==> src/rtl/coin_pulse_gen.sv <==
// Coin-sensor front end: synchronizes and debounces two raw coin switches and
// emits clean, mutually exclusive single-cycle rs5/rs10 pulses separated by an idle gap.
module coin_pulse_gen #(
    parameter int DEBOUNCE_CYCLES = 4,
    parameter int GAP_CYCLES      = 2
) (
    input  logic       clk,
    input  logic       reset,
    input  logic       coin5_raw,
    input  logic       coin10_raw,
    output logic       rs5,
    output logic       rs10,
    output logic       pending,
    output logic       overflow,
    output logic [1:0] dbg_state
);

    localparam int CW = $clog2(DEBOUNCE_CYCLES + 1);
    localparam int GW = (GAP_CYCLES > 1) ? $clog2(GAP_CYCLES) : 1;
    localparam logic [CW-1:0] DEB_LAST = CW'(DEBOUNCE_CYCLES - 1);
    localparam logic [GW-1:0] GAP_LOAD = GW'(GAP_CYCLES - 1);

    typedef enum logic [1:0] {
        IDLE  = 2'd0,
        PULSE = 2'd1,
        GAP   = 2'd2
    } state_t;

    // Channel index 0 is Rs5, index 1 is Rs10.
    logic [1:0]    sync1, sync2, deb, detect;
    logic [CW-1:0] cnt [2];

    state_t        state_q, state_d;
    logic [GW-1:0] gap_q, gap_d;
    logic          pend5, pend10, pend5_d, pend10_d;
    logic          rs5_d, rs10_d, overflow_d, launch_ok;

    assign dbg_state = state_q;

    // Synchronizer and debounce counters
    always_ff @(posedge clk) begin
        if (!reset) begin
            sync1 <= '0;
            sync2 <= '0;
            deb   <= '0;
            for (int i = 0; i < 2; i++) cnt[i] <= '0;
        end else begin
            sync1 <= {coin10_raw, coin5_raw};
            sync2 <= sync1;
            for (int i = 0; i < 2; i++) begin
                if (sync2[i] == deb[i]) begin
                    cnt[i] <= '0;
                end else if (cnt[i] == DEB_LAST) begin
                    deb[i] <= sync2[i];
                    cnt[i] <= '0;
                end else begin
                    cnt[i] <= cnt[i] + CW'(1);
                end
            end
        end
    end

    // A detect is the edge on which deb is about to flip from 0 to 1.
    always_comb begin
        detect = '0;
        for (int i = 0; i < 2; i++)
            detect[i] = sync2[i] && !deb[i] && (cnt[i] == DEB_LAST);
    end

    // State register (also holds the registered outputs and pending flags)
    always_ff @(posedge clk) begin
        if (!reset) begin
            state_q  <= IDLE;
            gap_q    <= '0;
            pend5    <= 1'b0;
            pend10   <= 1'b0;
            rs5      <= 1'b0;
            rs10     <= 1'b0;
            pending  <= 1'b0;
            overflow <= 1'b0;
        end else begin
            state_q  <= state_d;
            gap_q    <= gap_d;
            pend5    <= pend5_d;
            pend10   <= pend10_d;
            rs5      <= rs5_d;
            rs10     <= rs10_d;
            pending  <= pend5_d | pend10_d;
            overflow <= overflow_d;
        end
    end

    // Next-state logic; an expired gap may launch the next pulse directly.
    always_comb begin
        state_d = state_q;
        gap_d   = gap_q;
        case (state_q)
            IDLE: begin
                if (pend10 || pend5) state_d = PULSE;
            end
            PULSE: begin
                state_d = GAP;
                gap_d   = GAP_LOAD;
            end
            GAP: begin
                if (gap_q == '0) state_d = (pend10 || pend5) ? PULSE : IDLE;
                else             gap_d   = gap_q - GW'(1);
            end
            default: state_d = IDLE;
        endcase
    end

    // Output logic: pulse selection, pending flags and sticky overflow
    always_comb begin
        launch_ok  = (state_q == IDLE) || ((state_q == GAP) && (gap_q == '0));
        rs10_d     = launch_ok && pend10;
        rs5_d      = launch_ok && !pend10 && pend5;
        pend5_d    = detect[0] | (pend5 & ~rs5_d);
        pend10_d   = detect[1] | (pend10 & ~rs10_d);
        overflow_d = overflow
                   | (detect[0] & pend5 & ~rs5_d)
                   | (detect[1] & pend10 & ~rs10_d);
    end

endmodule

==> config.mk <==
export PLATFORM = sky130hd
export DESIGN_NAME = coin_pulse_gen
export DESIGN_NICKNAME = d
export VERILOG_FILES = /design/src/rtl/coin_pulse_gen.sv
export SDC_FILE = /design/constraint.sdc
export NUM_CORES = 1
export LEC_CHECK = 0
export CAP_MARGIN = 40
export CELL_PAD_IN_SITES_DETAIL_PLACEMENT = 0
export CELL_PAD_IN_SITES_GLOBAL_PLACEMENT = 1
export CORE_MARGIN = 4
export CORE_UTILIZATION = 45
export DETAILED_ROUTE_END_ITERATION = 8
export GPL_TIMING_DRIVEN = 1
export PLACE_DENSITY_LB_ADDON = 0.1
export SETUP_SLACK_MARGIN = 0.02
export SYNTH_ARGS = -nofsm -noshare
export SYNTH_HDL_FRONTEND = slang
export SYNTH_SLANG_ARGS = --single-unit
==> constraint.sdc <==
create_clock -name clk -period 3 [get_ports clk]
set_clock_uncertainty 0.2 [all_clocks]
set_input_delay 0.6 -clock clk [delete_from_list [all_inputs] [get_ports clk]]
set_output_delay 0.6 -clock clk [all_outputs]
set_load 0.005 [all_outputs]
=== Word-level counts from Yosys, hierarchy flattened ===
Memory sizes are Yosys's and may differ from the RTL's.
Index checks and enable logic that the tools add are counted.

* Add/sub/neg operators: 3
* Equal/unequal tests: 8
* Muxes and demuxes: 35
* Bitwise operators: 22
* Reductions and logical operators: 18

{| class="wikitable"
|+ Operator list
! cell !! number
|-
| two-way mux 1 bit || 25
|-
| two-way mux 3 bit || 6
|-
| OR 1 bit || 11
|-
| logical AND 1 bit || 8
|-
| adder 3 x 1 -> 3 bit, second input constant || 2
|-
| bitwise AND 1 bit || 6
|-
| equality test 3 x 2 -> 1 bit, second input constant || 2
|-
| one-hot mux 2 bit (3 select lines) || 1
|-
| AND reduction 2 bit || 3
|-
| NOT 1 bit || 5
|-
| two-way mux 2 bit || 2
|-
| inequality test 2 bit, second input constant || 2
|-
| logical NOT 1 bit || 3
|-
| equality test 1 bit || 2
|-
| equality test 2 x 1 -> 1 bit, second input constant || 1
|-
| equality test 2 bit, second input constant || 1
|-
| logical NOT 2 bit || 1
|-
| logical OR 1 bit || 2
|-
| one-hot mux 1 bit (2 select lines) || 1
|-
| nonzero test 2 bit || 1
|-
| subtractor 1 bit, second input constant || 1
|}

* Bits in registers: 15
* Bits in writable memories: 6
* Input bits: 4
* Logic and storage cells: 99
* Memories kept: 1

{| class="wikitable"
|+ Memory list
! memory !! words !! bits a word !! read ports !! clocked after Yosys merged registers in !! write ports !! line !! text
|-
| cnt || 2 || 3 || 2 || 0 || 2 || 31 || <nowiki>logic [CW-1:0] cnt [2];</nowiki>
|}

=== Logic depth before layout (Yosys ltp) ===
Gate-level depths: netlist of run 1.

* Word-level depth: 9
* Gate-level depth with buffers: 6
* Gate-level depth less buffers: 6

=== Least setup slack after synthesis of run 1 ===
OpenSTA, ideal clock, no wires.

* Path kind: flip-flop to flip-flop
* Start point: register state_q[0], in the netlist dbg_state[0]
* End point: register pending
* Setup time: 0.115 ns
* Arrival: 1.258 ns
* Required time: 2.685 ns
* Slack: 1.427 ns
* Cell stages (with the launch flop): 7
* Buffers on the path: 0
* Period minus slack after synthesis: 1.573 ns
* Path through: dfxtp_1 -> inv_1 -> ha_1 -> nand2b_1 -> nor2b_4 -> maj3_2 -> o21a_1

* Cells in the longest elaborated chain, start to end: 9
* Elaborated cells between the ends (all ways): 14
* Those cells by class: 1 x eq/ne; 7 x bitwise; 6 x reduce/logical

{| class="wikitable"
|+ RTL lines
! what !! line !! text
|-
| start: declaration || 33 || <nowiki>state_t state_q, state_d;</nowiki>
|-
| start signal: assignment || 82 || <nowiki>state_q <= state_d;</nowiki>
|-
| equality test 2 bit || 115 || <nowiki>launch_ok = (state_q == IDLE) || ((state_q == GAP) && (gap_q == '0));</nowiki>
|-
| logical AND 1 bit || 115 ||
|-
| logical OR 1 bit * || 115 ||
|-
| logical AND 1 bit (2 in a row) || 117 || <nowiki>rs5_d = launch_ok && !pend10 && pend5;</nowiki>
|-
| NOT 1 bit || 118 || <nowiki>pend5_d = detect[0] | (pend5 & ~rs5_d);</nowiki>
|-
| bitwise AND 1 bit || 118 ||
|-
| OR 1 bit || 118 ||
|-
| OR 1 bit * || 88 || <nowiki>pending <= pend5_d | pend10_d;</nowiki>
|-
| end signal: assignment || 88 ||
|-
| end: declaration || 13 || <nowiki>output logic pending,</nowiki>
|}

Mark *: on every way between the ends. The rest lies on a longest branch, timed or not.
A chain may end at the register's enable or synchronous reset.

=== Worst setup path after layout of run 1 ===
* Start point: register state_q[0], in the netlist dbg_state[0]
* End point: output dbg_state[0]

{| class="wikitable"
|+ RTL lines
! what !! line !! text
|-
| end: declaration || 15 || <nowiki>output logic [1:0] dbg_state</nowiki>
|}

No word-level cell between the ends.

==> run summary, run 1 <==
Once routing completed, OpenROAD measured the worst setup slack at 0.9368 ns. The number of cells produced by synthesis is 87. After detailed routing, the number of remaining DRC violations is 0. The die span in y is 53.55 um. The register bit total from synthesis came out at 21. For this block, the initial DRC count from the detailed router was 7.

The worst register-to-register path ends at pending$_SDFF_PN0_. The count of maximum capacitance violations is 0. The critical path launch point is dbg_state[0]$_SDFFE_PN0P_. The post-route worst hold slack is 0.2451 ns.

The count of final hold-check violations is 0. The pin count of the biggest net entering global routing is 20. The final route contains 609 vias. The root buffer cell chosen for the clock tree is clkbuf_4.

Hold repair after CTS inserted 0 buffers. The leakage power figure came out at 0.4890 nW. Summing all non-filler instances in the final layout gives an area of 1099 um2. The total of endpoints with negative setup slack in the final report is 0. The worst path buffer plus inverter count is 1. The flip-flop and latch area is 480.5 um2. The via density per instance is 4.649. The number of enable-type register cells in the synthesized netlist is 6.

The fraction of final layout cells sized beyond drive strength 1 came out at 5.769%. Excluding fillers, the count of instances in the completed layout stands at 131. STA classifies the critical path startpoint as a flip-flop. The post-CTS resize count is 0. The post-synthesis area per instance came out at 10.73 um2. For this design, the sink count on the clock tree is 21. The number of H-tree levels came out at 1. The highest ir drop seen on vdd came out at 280.9 uV. The floorplan row count is 16. The global route total overflow is 0. At the pin with the least slew margin, the transition time is 0.5177 ns.

The total I/O pin count came out at 10. For this block, wires on met1 add up to 661 um. The final cell utilization of the core is 55.99%.

The met3 wire length came out at 54 um. The amount of wire on met2 after detailed routing is 663 um. The worst setup slack before clock tree synthesis is 0.9607 ns. The number of distinct library cells after synthesis came out at 27. The effective utilization at floorplan came out at 47.58%. The share of the yosys chip area belonging to registers came out at 51.47%. Following the worst setup path forward leads to its endpoint at dbg_state[0].

The number of global-route vias before repair was 582. The reg2reg setup slack came out at 1.33 ns. Derived from the worst setup path, the maximum achievable clock frequency is 0.4847 GHz.

The routability congestion estimate from global placement came out at 0.6886. The critical path goes through clkdlybuf4s50_1. The clock buffer count from CTS came out at 3. The number of placed instances, taps included, is 127. Among all stages on the critical path, the largest delay is contributed by clkdlybuf4s50_1. The first-pass iteration count of the detailed router is 4. The first global-routing pass estimated 2.408 mm of wire. The chip width is 53.55 um. The number of warnings issued by yosys came out at 0.

The die covers 2867 um2. The cell area after synthesis is 933.4 um2. Summing all placed instances gives a cell area of 1072 um2. The total negative slack for setup checks came out at 0 ns. The filler cell count in the final layout came out at 200. The path length in cells of the critical path came out at 1. The largest driver fanout on the critical path came out at 5. The run finished with clean final reports.

The core area is 1962 um2. At the worst endpoint, the arrival time is 1.26 ns. The sum of net half-perimeters after detailed placement is 1.031 mm. After clock tree synthesis, the setup repair step added 0 buffers. The total global-route track usage is 11.86%. The worst register-to-register path begins at dbg_state[0]$_SDFFE_PN0P_. Wires add up to 1.390 mm. Among all flip-flop cells after synthesis, the most frequent one is dfxtp_1. The number of antenna-violating nets in the routed design came out at 0. Measured against its own limit, the worst slew margin works out to 65.38%. Setup repair after global routing left no endpoint under its margin. The net count of the finished layout is 119. The deepest clock path buffer count is 2. The largest area contributor in the synthesized netlist is dfxtp_1. The layout overhead on the synthesized area is 17.69%. STA classifies the critical path endpoint as a primary output.

In the final routed layout, each cell accounts on average for 10.61 um. On the worst path, the slowest cell contributes a delay of 0.54 ns. TritonCTS built the clock tree.

Counting instances in the post-synthesis netlist gives the leading cell types as dfxtp_1, ha_1, inv_1. After layout, the minimum clock period comes to 2.063 ns. Summing all multi-input logic gate instances after layout gives 437.9 um2. Overall power consumption after layout is estimated at 0.4546 mW.

The number of antenna diodes in the final layout is 0. The total of buffers placed on input and output ports is 9. The share of the clock period used by the worst path after layout came out at 68.77%.

The number of max-slew violations in the final report is 0. For the worst-skew pair, the clock arrives at the later sink with an insertion delay of 0.29 ns. The post-synthesis async set-or-reset flop share came out at 0%. The required time of the worst setup path is 2.20 ns. In this run the worst hold path is classified as reg -> reg. The number of antenna violations at the first check in global routing came out at 0. For this design the ratio of total power to cell area is 413.8 nW/um2.

The cell family contributing the most delay on the critical path is buffers and inverters. The clock-pin slew on the worst setup and hold paths came out at 0.11 ns. Among all cell types in the netlist, the one instantiated most often is dfxtp_1.

Signal routing reaches up to met4. The number of cells on the worst reg-to-reg path is 6. The top cell type by area accounts for 32.17% of the synthesized area. After synthesis, the cell types taking the most area are dfxtp_1, edfxtp_1, ha_1, inv_1, nand2_1. The critical path is of the reg -> out type.
state kept, by name (all words and copies together), names as in the netlist:
| name | cells |
|---|---|
| cnt | 6 |
| dbg_state | 2 |
| deb | 2 |
| gap_q | 1 |
| overflow | 1 |
| pend10 | 1 |
| pend5 | 1 |
| pending | 1 |
| rs10 | 1 |
| rs5 | 1 |
| sync1 | 2 |
| sync2 | 2 |
per-layer routing:
layer / vias up / global-route usage (%)
li1: 325 / -
met1: 275 / 14.53
met2: 7 / 18.57
met3: 2 / 2.770
met4: 0 / 7.660
met5: - / 0
cell families after synthesis:
family / after synthesis / synth area share, %
compound gates: 15 / 11.39
mux: 1 / 1.072
other cells: 1 / 0.4018
fa+ha+maj: 11 / 14.61
simple gates: 29 / 17.43
buf+inv: 9 / 3.619
flops: 21 / 51.47
final cells by class:
cell class	instances	area share (%)
Clock buffer	4	2.392
Inverter	8	2.733
Multi-Input combinational cell	62	39.86
Sequential cell	21	43.74
Tap cell	27	3.075
Timing Repair Buffer	9	8.200
power by group:
group | internal, mW | leakage [nW] | switching [mW]
logic | 0.0110 | 0.290 | 0.0113
registers | 0.298 | 0.184 | 0.00277
clock network | 0.0517 | 0.0150 | 0.0798
total | 0.361 | 0.489 | 0.0939
cell usage in the layout, fill, tap and decap left out, types with 2 or more instances in the layout:
| cell type | instances |
|---|---|
| ha_1 | 10 |
| and2_1 | 4 |
| nor2b_1 | 4 |
| nand2_1 | 7 |
| clkbuf_4 | 3 |
| edfxtp_1 | 6 |
| a21boi_0 | 3 |
| and3_1 | 2 |
| nand2b_1 | 2 |
| dfxtp_1 | 15 |
| a31oi_1 | 2 |
| nor2_1 | 7 |
| clkdlybuf4s50_1 | 9 |
| conb_1 | 6 |
| a21oi_1 | 3 |
| inv_1 | 8 |
worst min path at each step:
stage                         from             endpoint  slack [ns]  depth (start not counted)
6_report       sync1[0]$_SDFF_PN0_  sync2[0]$_SDFF_PN0_        0.25                          1
3_5_place_dp   sync1[0]$_SDFF_PN0_  sync2[0]$_SDFF_PN0_        0.22                          1
4_1_cts        sync1[0]$_SDFF_PN0_  sync2[0]$_SDFF_PN0_        0.25                          1
5_1_grt        sync1[0]$_SDFF_PN0_  sync2[0]$_SDFF_PN0_        0.27                          1
3_3_place_gp   sync1[0]$_SDFF_PN0_  sync2[0]$_SDFF_PN0_        0.21                          1
2_1_floorplan  sync1[0]$_SDFF_PN0_  sync2[0]$_SDFF_PN0_        0.21                          1
Power figures use the tool's default switching activity.
==> run 2, diff against run 1 <==
- CORE_UTILIZATION: 45 -> 38
- clock period: 3 -> 1.8 ns (I/O delays scaled with it)
==> run 2 against run 1 <==
Against the previous run:
- total power is 67% higher
- utilization is 5.9 points lower
- final cell count is 3.8% higher
==> run summary, run 2 (synthesized netlist as in run 1, its figures left out) <==
The sequential share of power is 65.4% (-0.8 points). Among all stages on the critical path, the largest delay is contributed by clkdlybuf4s50_1. The via density per instance came out at 4.735 (+1.9%). The flip-flop and latch area is 488.0 um2 (+1.6%). The wire length per cell was 10.44 um (-1.6%).

The number of inserted diodes is 0 (unchanged). The number of antenna-violating nets in the routed design is 0 (unchanged). The post-route worst hold slack came to 0.2473 ns (+0.002255 ns). The number of violations reported at the end of detailed-routing iteration 0 came out at 8 (+1). The chip width came to 57.56 um (+7.5%). The reg2reg setup slack came to 0.14 ns (-1.19 ns).

The first-pass iteration count of the detailed router came out at 4 (unchanged). The largest driver fanout on the critical path was 3 (-2). The DRC violation count after routing came to 0 (unchanged). The total detailed-routing wirelength is 1.420 mm (+2.2%). The flow ran to the end, and the final reports show no timing, DRC or antenna violations. The total negative slack for setup checks is 0 ns (unchanged). In this run the worst setup path begins at dbg_state[1]$_SDFFE_PN0P_. The clock-pin slew on the worst setup and hold paths came out at 0.11 ns (about the same). The largest stage delay on the critical path came out at 0.49 ns (-0.05 ns). The deepest clock path buffer count was 2 (unchanged).

The critical path endpoint is dbg_state[1]. The number of max-slew violations in the final report came out at 0 (unchanged). The library cell used most frequently in the layout, excluding fill and tap cells, is dfxtp_1. The required time of the worst setup path is 1.24 ns (-0.96 ns). The category of the worst setup path capture point is a primary output. The share of total power in the clock network is 29.3% (+0.4 points).

The leakage power figure is 0.5297 nW (+8.3%). The worst path buffer plus inverter count came to 1 (unchanged). The die span in y came out at 57.56 um (+7.5%). For the finished layout, the period the worst path requires is 1.723 ns.

The clock buffer count from CTS is 3 (unchanged). The total I/O pin count is 10 (unchanged). The net count reported at finish is 123 (+3.4%).

The area of the multi-input gates is 437.9 um2 (unchanged). The effective utilization at floorplan came out at 41.01% (-6.6 points). The arrival time at the worst endpoint is 1.16 ns (-0.10 ns).

The count of maximum capacitance violations is 0 (unchanged). The part of the total power dissipated in combinational logic is 5.3% (+0.4 points). The total of endpoints with negative setup slack in the final report is 0 (unchanged). The path length in cells of the critical path came out at 1 (unchanged). The fraction of final layout cells sized beyond drive strength 1 came out at 11.11% (+5.3 points). TritonCTS built the clock tree.

The register containing the most flip-flops in the final layout is cnt. The flip-flop count of the largest register, all copies and words added came to 6 (unchanged). The cell-internal power came out at 0.6011 mW (+67%).

The overall via count from detail_route was 644 (+5.7%). The number of antenna violations at the first check in global routing came out at 0 (unchanged). The core area is 2276 um2 (+16%). The die outline area came out at 3313 um2 (+16%).

The count of hold buffers inserted by post-cts repair is 0 (unchanged). The switching share of total power is 21.03% (+0.37 points). The startpoint class of the critical path is a flip-flop.

The areal power density over the cells came out at 667.8 nW/um2 (+61%). The highest clock frequency the design can meet came out at 0.5804 GHz. The clock latency of the later-clocked register in the worst-skew pair came out at 0.30 ns (about the same). In this run the critical register-to-register path is captured at pending$_SDFF_PN0_. The layout overhead on the synthesized area came out at 22.12%. The total global-route track usage came out at 9.851% (-2.0 points). The number of global-route vias before repair is 592 (+1.7%).

After layout, the worst path uses 95.72% of the clock period. The critical path goes through clkdlybuf4s50_1. The cell sitting at the root of the clock tree is a clkbuf_4. The count of clock tree sinks is 21 (unchanged). Setup repair after global routing could not meet its margin everywhere. The number of H-tree levels came out at 1 (unchanged).

The worst register-to-register path begins at dbg_state[1]$_SDFFE_PN0P_. The highest ir drop seen on vdd came out at 354.4 uV (+26%). The count of final hold-check violations is 0 (unchanged). The length in cells of the worst reg-to-reg path came out at 6 (unchanged). The cell family contributing the most delay on the critical path is buffers and inverters.

The floorplan row count is 17 (+1). The routability congestion estimate from global placement came out at 0.7849 (+14%). The global route total overflow is 0 (unchanged). The filler cell count in the final layout came out at 224 (+12%). The total of buffers placed on input and output ports came out at 9 (unchanged). In the layout the commonest cells are dfxtp_1, ha_1, inv_1, clkdlybuf4s50_1. The pin count of the biggest net entering global routing came out at 13 (-35%). The worst hold path belongs to the class reg -> reg. The sum of net half-perimeters after detailed placement came out at 1.043 mm (+1.1%). The first-pass GRT wire length is 2.518 mm (+4.6%). The switching power is 0.1601 mW (+70%). The critical path is of the reg -> out type.
run 2: changes by cell type in the layout (fill, tap and decap cells not counted), sizes merged:
| cell | previous run | this run |
|---|---|---|
| buf | 0 | 4 |
| clkdlybuf4s50 | 9 | 8 |
| dlymetal6s2s | 0 | 1 |
run 2: stage by stage:
| step | instance area [um2] | power, mW | std cells | setup slack, ns | util [%] |
|---|---|---|---|---|---|
| after floorplan | 952.2 | 0.5342 | 92 | 0.2272 | - |
| after global placement | 1089 | 0.5519 | 130 | 0.1903 | 47.83 |
| after detailed placement | 1089 | 0.5525 | 130 | 0.1494 | 47.83 |
| after CTS | 1117 | 0.7869 | 134 | 0.01708 | 49.09 |
| after global routing | 1140 | 0.8163 | 136 | 0.009676 | 50.08 |
| final | 1140 | 0.7612 | 136 | 0.07709 | 50.08 |
run 2: routing by layer:
metal	global-route usage (%)	share of wire (%)	vias to the layer above
li1	-	-	333
met1	12.55	47	296
met2	15.16	48	11
met3	2.715	3.5	4
met4	4.967	1.8	0
met5	0	0	-
run 2: what timing repair did:
| item | in CTS | in global routing |
|---|---|---|
| setup endpoints to repair | 2 | 2 |
| buffers inserted | 0 | 2 |
| resized for setup | 2 | 3 |
run 2: worst register-to-register path, cell delays in order (launching register included):
cell,delay (ns)
dfxtp_4,0.37
buf_4,0.11
ha_1,0.18
nand2b_1,0.09
nor2b_4,0.15
maj3_2,0.30
o21a_1,0.16
run 2: power by group through the flow:
stage / Sequential (mW) / Combinational [mW] / Clock, mW
5_1_grt: 0.499 / 0.0476 / 0.269
4_1_cts: 0.501 / 0.0415 / 0.244
2_1_floorplan: 0.511 / 0.0235 / 0
3_5_place_dp: 0.512 / 0.0407 / 0
3_3_place_gp: 0.511 / 0.0406 / 0
6_report: 0.498 / 0.0406 / 0.223
run 2: worst min path at each step:
stage | startpoint | end | cells after the start
floorplan | sync1[0]$_SDFF_PN0_ | sync2[0]$_SDFF_PN0_ | 1
global placement | sync1[0]$_SDFF_PN0_ | sync2[0]$_SDFF_PN0_ | 1
detailed placement | sync1[0]$_SDFF_PN0_ | sync2[0]$_SDFF_PN0_ | 1
CTS | sync1[1]$_SDFF_PN0_ | sync2[1]$_SDFF_PN0_ | 1
global route | sync1[1]$_SDFF_PN0_ | sync2[1]$_SDFF_PN0_ | 1
finish | sync1[1]$_SDFF_PN0_ | sync2[1]$_SDFF_PN0_ | 1
run 2: layout make-up:
type / instances / share of cell area, %
Clock buffer: 4 / 2.305
Inverter: 8 / 2.634
Multi-Input combinational cell: 62 / 38.42
Sequential cell: 21 / 42.81
Tap cell: 28 / 3.074
Timing Repair Buffer: 13 / 10.76
